File: config.mk
export PLATFORM = sky130hd
export DESIGN_NAME = wb_port_arbiter
export DESIGN_NICKNAME = d
export VERILOG_FILES = /design/src/rtl/rv32i_types.sv /design/src/rtl/wb_result_fifo.sv /design/src/rtl/wb_port_arbiter.sv
export SDC_FILE = /design/constraint.sdc
export NUM_CORES = 1
export LEC_CHECK = 0
export ABC_AREA = 1
export CELL_PAD_IN_SITES_DETAIL_PLACEMENT = 2
export CELL_PAD_IN_SITES_GLOBAL_PLACEMENT = 2
export CORE_ASPECT_RATIO = 0.6
export CORE_MARGIN = 1
export CORE_UTILIZATION = 30
export DETAILED_ROUTE_END_ITERATION = 7
export PLACE_DENSITY = 0.93
export SYNTH_ARGS = -nofsm -noshare
export SYNTH_HDL_FRONTEND = slang
export SYNTH_HIERARCHICAL = 1
export SYNTH_SLANG_ARGS = --single-unit
File: constraint.sdc
create_clock -name clk -period 5.9 [get_ports clk]
set_input_delay 1.475 -clock clk [delete_from_list [all_inputs] [get_ports clk]]
set_output_delay 1.475 -clock clk [all_outputs]
set_load 0.03 [all_outputs]
File: src/rtl/rv32i_types.sv
// Shared register-file types for the writeback port arbiter.
// Used by wb_port_arbiter and its result FIFO.
package rv32i_types;

   typedef logic [4:0]  rv32i_reg;
   typedef logic [31:0] rv32i_word;

   typedef enum logic [1:0] {
      NONE,
      PIPE,
      DRAIN,
      BYPASS
   } wb_src_t;

   typedef struct packed {
      rv32i_reg  rd;
      rv32i_word data;
   } wb_entry_t;

endpackage

File: src/rtl/wb_result_fifo.sv
// Circular FIFO of pending MDU results awaiting a regfile write slot.
// Pointers carry one extra wrap bit so full and empty are distinguishable.
module wb_result_fifo
   import rv32i_types::*;
#(
   parameter int DEPTH = 2
) (
   input  logic      clk,
   input  logic      rst,
   input  logic      push_i,
   input  wb_entry_t push_entry_i,
   input  logic      pop_i,
   output wb_entry_t head_o,
   output logic      empty_o,
   output logic      full_o
);

   localparam int AW = $clog2(DEPTH);

   logic [AW:0] wr_ptr_q, wr_ptr_d;
   logic [AW:0] rd_ptr_q, rd_ptr_d;
   wb_entry_t   mem_q [DEPTH];

   always_comb begin
      wr_ptr_d = push_i ? wr_ptr_q + 1'b1 : wr_ptr_q;
      rd_ptr_d = pop_i  ? rd_ptr_q + 1'b1 : rd_ptr_q;
   end

   // NOTE: sequential state uses non-blocking assignments so every register samples pre-edge values.
   always_ff @(posedge clk) begin
      if (rst) begin
         wr_ptr_q <= '0;
         rd_ptr_q <= '0;
      end else begin
         wr_ptr_q <= wr_ptr_d;
         rd_ptr_q <= rd_ptr_d;
      end
   end

   // NOTE: storage has no reset; entries are only visible through the reset pointers.
   always_ff @(posedge clk) begin
      if (push_i) begin
         mem_q[wr_ptr_q[AW-1:0]] <= push_entry_i;
      end
   end

   assign empty_o = (wr_ptr_q == rd_ptr_q);
   assign full_o  = (wr_ptr_q[AW] != rd_ptr_q[AW]) &&
                    (wr_ptr_q[AW-1:0] == rd_ptr_q[AW-1:0]);
   assign head_o  = mem_q[rd_ptr_q[AW-1:0]];

endmodule

File: src/rtl/wb_port_arbiter.sv
// Shares the regfile write port between the WB stage and buffered MDU results,
// with starvation-forced drains and an MDU pending-destination scoreboard. Optional: WB_BYPASS_EN.
module wb_port_arbiter
   import rv32i_types::*;
#(
   parameter int DEPTH        = 2,
   parameter int STARVE_LIMIT = 4
) (
   input  logic        clk,
   input  logic        rst,
   input  logic        pipe_load,
   input  logic [4:0]  pipe_rd,
   input  logic [31:0] pipe_data,
   input  logic        mdu_valid,
   input  logic [4:0]  mdu_rd,
   input  logic [31:0] mdu_data,
   output logic        mdu_ready,
   input  logic        issue_mdu,
   input  logic [4:0]  issue_rd,
   input  logic [4:0]  issue_rs1,
   input  logic [4:0]  issue_rs2,
   output logic        hazard,
   output logic        wb_stall,
   output logic        regfile_load,
   output logic [4:0]  regfile_rd,
   output logic [31:0] regfile_in
);

   localparam int             CW    = $clog2(STARVE_LIMIT + 1);
   localparam logic [CW-1:0]  LIMIT = CW'(STARVE_LIMIT);

   logic [CW-1:0] starve_q, starve_d;
   logic [31:0]   pending_q, pending_d;

   wb_entry_t head;
   wb_entry_t push_entry;
   logic      fifo_empty, fifo_full;
   logic      push, pop, slot_free, mdu_accept;
   wb_src_t   src;

   wb_result_fifo #(.DEPTH(DEPTH)) u_fifo (
      .clk          (clk),
      .rst          (rst),
      .push_i       (push),
      .push_entry_i (push_entry),
      .pop_i        (pop),
      .head_o       (head),
      .empty_o      (fifo_empty),
      .full_o       (fifo_full)
   );

   assign wb_stall   = !fifo_empty && (starve_q == LIMIT);
   assign slot_free  = !pipe_load || (pipe_rd == 5'd0) || wb_stall;
   assign pop        = !fifo_empty && slot_free;
   assign mdu_ready  = !fifo_full || pop;
   assign mdu_accept = mdu_valid && mdu_ready;
   assign push_entry = '{rd: mdu_rd, data: mdu_data};

   assign hazard = ((issue_rs1 != 5'd0) && pending_q[issue_rs1]) ||
                   ((issue_rs2 != 5'd0) && pending_q[issue_rs2]) ||
                   ((issue_rd  != 5'd0) && pending_q[issue_rd]);

   // NOTE: every output of this block gets a default first so no latch can be inferred.
   always_comb begin
      src          = NONE;
      regfile_load = 1'b0;
      regfile_rd   = 5'd0;
      regfile_in   = 32'd0;
      if (pop) begin
         src = DRAIN;
      end else if (pipe_load && (pipe_rd != 5'd0)) begin
         src = PIPE;
`ifdef WB_BYPASS_EN
      end else if (fifo_empty && slot_free && mdu_accept) begin
         src = BYPASS;
`endif
      end
      unique case (src)
         DRAIN: begin
            regfile_load = (head.rd != 5'd0);
            regfile_rd   = head.rd;
            regfile_in   = head.data;
         end
         PIPE: begin
            regfile_load = 1'b1;
            regfile_rd   = pipe_rd;
            regfile_in   = pipe_data;
         end
         BYPASS: begin
            regfile_load = (mdu_rd != 5'd0);
            regfile_rd   = mdu_rd;
            regfile_in   = mdu_data;
         end
         default: ;
      endcase
   end

   assign push = mdu_accept && (src != BYPASS);

   // Set after clear so a same-cycle issue to the committing rd stays pending.
   always_comb begin
      pending_d = pending_q;
      if (src == DRAIN) begin
         pending_d[head.rd] = 1'b0;
      end else if (src == BYPASS) begin
         pending_d[mdu_rd] = 1'b0;
      end
      if (issue_mdu && !hazard && (issue_rd != 5'd0)) begin
         pending_d[issue_rd] = 1'b1;
      end
   end

   always_comb begin
      if (fifo_empty || pop) begin
         starve_d = '0;
      end else if (starve_q == LIMIT) begin
         starve_d = LIMIT;
      end else begin
         starve_d = starve_q + 1'b1;
      end
   end

   always_ff @(posedge clk) begin
      if (rst) begin
         starve_q  <= '0;
         pending_q <= '0;
      end else begin
         starve_q  <= starve_d;
         pending_q <= pending_d;
      end
   end

endmodule
## Word level (Yosys, flattened, before mapping)

Memory sizes are Yosys's and may differ from the RTL's. A register that Yosys moved wholly into a read port is not among the register bits.
Cells that the tools add are included.

- Input port bits: 94
- Memory bits (writable): 74
- Output and inout port bits: 41
- Logic and storage cells: 88
- Memories kept: 1
- Flip-flop bits (word level): 39

Memory list:

| memory | words | bits a word | read ports | clocked after memory_dff | write ports | RTL line | RTL |
|---|---|---|---|---|---|---|---|
| u_fifo.mem_q | 2 | 37 | 1 | 1 | 1 | wb_result_fifo.sv:22 | `wb_entry_t mem_q [DEPTH];` |

- Multiplexer cells: 25
- Eq/ne operators: 8
- Order comparisons: 8
- Reduce and logical (&&, ||, !) cells: 33
- $add $sub $neg: 3
- Bitwise logic cells: 5

Operators with widths:

| cell | count |
|---|---|
| $mux W32 | 3 |
| $pmux W32 S3 | 1 |
| $and A32 B32 Y32 | 2 |
| $not A32 Y32 | 2 |
| $or A32 B32 Y32 | 1 |
| $lt A5 B6 Y1 const B | 5 |
| $reduce_bool A5 Y1 | 6 |
| $bmux W1 S5 | 3 |
| $demux W1 S5 | 3 |
| $ge A5 B1 Y1 const B | 3 |
| $pmux W5 S3 | 1 |
| $logic_and A1 B1 Y1 | 14 |
| $mux W1 | 11 |
| $logic_or A1 B1 Y1 | 6 |
| $logic_not A5 Y1 | 1 |
| $add A2 B1 Y2 const B | 2 |
| $eq A2 B2 Y1 const B | 2 |
| $logic_not A1 Y1 | 4 |
| $add A3 B1 Y3 const B | 1 |
| $eq A3 B3 Y1 const B | 1 |
| $mux W3 | 1 |
| $pmux W1 S3 | 1 |
| $reduce_or A3 Y1 | 1 |
| $eq A2 B1 Y1 const B | 1 |
| other kinds (6) | 6 |

## Logic depth before layout (Yosys ltp)

- Depth in word-level cells: 11
- Gate-level depth with buffers: 16
- Gate-level depth less buffers: 13

## By module

Netlist, hierarchy kept.

Modules (own cells, without submodules):

| module | cells each | times used | area each (µm²) | sequential area each (µm²) |
|---|---|---|---|---|
| wb_port_arbiter | 565 | 1 | 3,283.1 | 700.7 |
| wb_result_fifo | 233 | 1 | 3,080.5 | 2,322.2 |

## Worst setup path after synthesis

No wires, ideal clock.

- Path type: input -> register
- Start point: input pipe_rd[4]
- End point: memory u_fifo/mem_q[0][0] in the netlist's numbering, enable pin
- Data required time: 5.469 ns
- Arrival time: 4.188 ns
- Path buffers: 1
- Setup slack: 1.281 ns
- Stages on the path: 8
- Library setup time: 0.431 ns
- Path through: nor3_1 nand3_1 nand3_1 nand2_1 clkbuf_1 a21boi_0 inv_1 nor2_1

- Word-level cells in the longest chain between the ends: 9
- Elaborated cells on any way between the ends: 14
- Classes of those cells: eq/ne: 1; mux: 4; reduce/logical: 9

RTL lines:

| what | RTL line | RTL |
|---|---|---|
| from (decl) | wb_port_arbiter.sv:12 | `input logic [4:0] pipe_rd,` |
| $logic_not A5 Y1 | wb_port_arbiter.sv:53 | `assign slot_free = !pipe_load \|\| (pipe_rd == 5'd0) \|\| wb_stall;` |
| $logic_or A1 B1 Y1 (2 in series) | wb_port_arbiter.sv:53 |  |
| $logic_and A1 B1 Y1 | wb_port_arbiter.sv:54 | `assign pop = !fifo_empty && slot_free;` |
| $mux W2 / $logic_or A1 B1 Y1 (equally long branches) | wb_port_arbiter.sv:69, wb_port_arbiter.sv:55 |  |
| $ne A2 B2 Y1 / $logic_and A1 B1 Y1 (equally long branches) | wb_port_arbiter.sv:98, wb_port_arbiter.sv:56 |  |
| $logic_and A1 B1 Y1 (*) | wb_port_arbiter.sv:98 | `assign push = mdu_accept && (src != BYPASS);` |
| net push | wb_port_arbiter.sv:38 | `logic push, pop, slot_free, mdu_accept;` |
| $mux W1 (*) | wb_result_fifo.sv:42 | `if (push_i) begin` |
| $mux W1 (not written as such) (*) | wb_result_fifo.sv:43 | `mem_q[wr_ptr_q[AW-1:0]] <= push_entry_i;` |
| to (decl) | wb_result_fifo.sv:22 |  |

Mark *: on every way through the listed nets, which the timed path passes. The rest lies on a longest branch.

## Worst setup path in the final report

- Start point: input pipe_rd[4]
- End point: output regfile_in[15]

- Word-level cells in the longest chain between the ends: 7
- Elaborated cells on any way between the ends: 12
- Classes of those cells: eq/ne: 3; mux: 3; reduce/logical: 6

RTL lines:

| what | RTL line | RTL |
|---|---|---|
| $logic_not A5 Y1 | wb_port_arbiter.sv:53 |  |
| $logic_or A1 B1 Y1 (2 in series) | wb_port_arbiter.sv:53 |  |
| $logic_and A1 B1 Y1 | wb_port_arbiter.sv:54 |  |
| $mux W2 (*) | wb_port_arbiter.sv:69 | `if (pop) begin` |
| $eq A2 B2 Y1 / $eq A2 B1 Y1 (equally long branches) | wb_port_arbiter.sv:78 | `unique case (src)` |
| $pmux W32 S3 (*) | wb_port_arbiter.sv:78 |  |
| to (decl) | wb_port_arbiter.sv:26 | `output logic [31:0] regfile_in` |

Every way passes the cells marked *; elsewhere a longest branch is shown, timed or not.

==> metrics <==
Synth Cell Area 0.00636 mm2; Final TNS setup 0 ns; multi-input logic area around 0.0026 mm2; First-pass DRT Iterations 5; post-route cell area about 0.0085 mm2; Filler cells between 2000 and 2500; post-synth cell types 31; Area Growth Syn to Fin 33.5%; Syn Inst Count between 700 and 800; nature of the critical path endpoint primary output; share of the synthesized area in the top cell type a little over a third; CTS tree done; Top FF cell, synth edfxtp_1; Critical Path AT ~4.2 ns; core area slightly above 0.02 mm2; slowest CP cell clkdlybuf4s50_1; Die Y 115 um; n_diodes 0; detailed-route wire length per cell around 23 um; Mapped Nets approximately 890; commonest non-fill, non-tap cell in the layout nand2_1; first-pass GRT wire length 42.4 mm; max-cap violations 0; largest net degree at the start of global routing between 40 and 50; fin crit period about 5.6 ns; dpl cells about 1200; Setup CP Type input port to primary output; Root Buffer clkbuf_16; vias ~6400; drt total wl roughly 27 mm; CTS Buf Count 17; Crit Path Max Fanout 35; Initial DRC Count around 460; Max Slew Vio Count 0; CP top delay family buffers and inverters; CP Launch Type input port; Post-Syn Area per Cell between 7 and 8 um2; clk_skew between 0.01 and 0.015 ns; Max stage delay on crit path approximately 0.69 ns; GRT Total Usage approximately a quarter; # rows 40; top cells by area, synth edfxtp_1 35%, dfxtp_1 13%, nand2_1 12%; Clock Pin Slew Worst Setup and Hold Paths 0.06 ns; peak supply drop 0.184 mV; Post-synth EDFFs between 70 and 80; Req. time, crit path approximately 4.4 ns; LEAKAGE about 3.3 nW; starting density of the core 31.2%; DP HPWL around 19 mm; fmax 178 MHz; CTS H-tree lvls 4; Slew @ Worst Pin 1.09 ns; RSZ-0062 raised after global routing false; Detail Route Antenna Nets 0; worst hold-check path type flop to flop; # setup viols final 0; Final Wtd Congestion 0.835; Die Area about 0.022 mm2; Tcrit/Tclk final 95.3%; Longest Clk Path Bufs 2; Hold-fix buffers, CTS 0; Nets 1023; Yosys reg bits about 110; die width between 150 and 200 um; power per cell area just over 300 mW/mm2; vias per cell approximately 5.3; most frequent cells in the layout 209 x nand2_1, 133 x clkdlybuf4s50_1, 101 x inv_1, 74 x edfxtp_1, 69 x nor2_1; Sink Count around 110; IO Port Bufs 134; Post-DP Area just under 0.008 mm2; outcome complete, no violations; Layout Cells excl Fill ~1200; Residual DRC 0; Yosys warning total 6; WHS between 0.4 and 0.5 ns; vias in the first global route roughly 7000; Reg area between 0.003 and 0.004 mm2; ys async rst share 0%; Buf+Inv Stages, Crit Path 5; Skew-Pair Late Insertion Delay 0.42 ns; largest area contributor in the netlist edfxtp_1; Critical Path, Cell by Cell clkdlybuf4s50_1 > nor3_1 > buf_4 > nand3_1 > nand3_1 > nand2_1 > inv_2 > buf_12 > a22o_1 > clkdlybuf4s50_1; register area share after synthesis between 40% and 50%; final number of hold-violating endpoints 0; grt total ovfl 0; I/O pins roughly 140; worst relative slew slack approximately 27%; postcts setup bufs 0; # resized after CTS 0; initial antenna violation count 0; layout cells sized above 1 under 10%
[power by group]
group / internal, mW / total (mW) / switching (mW)
Clock: 0.661 / 1.06 / 0.395
Sequential: 0.901 / 0.934 / 0.0327
Combinational: 0.208 / 0.576 / 0.369
Total: 1.77 / 2.57 / 0.796
[cells in the mapped netlist (2+ instances only)]
cell        n
dfxtp_1    40
o211ai_1   10
o21ai_0    58
clkbuf_1    8
ha_1        2
a21oi_1    36
nand2_2     2
nor3_1     10
o31ai_1     3
nor2_1     70
o21ai_2    20
edfxtp_1   74
clkinv_1    2
buf_6      16
o22ai_1     2
nand4_1    32
o21ai_1     5
nor2_2      2
nand2_1   209
inv_1     101
a22o_1     32
buf_2      14
a31oi_1     2
nand3_1    35
inv_2       7
[per-layer routing]
metal  GRT usage, %  wire (um)  vias up
met1           33.3      12300     3251
met3           5.34       1210       43
met5              0          0        -
met2           44.0      13200      195
li1               -          -     2948
met4           8.01        580        0
[area by class of cell]
class / instances / share of cell area [%]
Multi-Input combinational cell: 535 / 31.2
Inverter: 110 / 4.86
Clock buffer: 21 / 5.55
Clock inverter: 11 / 1.46
Timing Repair Buffer: 149 / 17.4
Sequential cell: 114 / 35.6
Tap cell: 273 / 4.02
[logic make-up (layout without fill, tap and decap cells)]
group | after synthesis | count (layout) | share of synthesized area [%]
fa+ha+maj | 2 | 2 | 0.393
flops | 114 | 114 | 47.5
compound gates | 170 | 170 | 17.1
xor+xnor | 1 | 1 | 0.138
simple gates | 362 | 362 | 23.8
buf+inv | 149 | 291 | 11.0
[registers in the layout, indices dropped and copies added, names as in the netlist, named ones only]
name and flops:
u_fifo/wr_ptr_q 2, pending_q 32, u_fifo/rd_ptr_q 2, u_fifo/mem_q 74, starve_q 3
[stage by stage]
step	util (%)	power, mW	setup slack (ns)
4_1_cts	41.7	2.58	0.292
6_report	41.7	2.57	0.277
5_1_grt	41.7	2.66	0.143
3_5_place_dp	38.8	1.51	0.301
2_1_floorplan	-	1.26	1.28
3_3_place_gp	38.8	1.48	0.492
[final timing paths]
check | from | end | slack, ns | depth (start not counted)
setup / recovery | pipe_rd[4] | regfile_in[15] | 0.28 | 10
hold / removal | starve_q[0] | starve_q[0] | 0.46 | 1
hold reg to reg | starve_q[0] | starve_q[0] | 0.46 | 1
setup reg to reg | u_fifo/wr_ptr_q[0] | u_fifo/mem_q[1][28] | 2.43 | 12
Note: power is estimated with default switching activity, not from simulation.
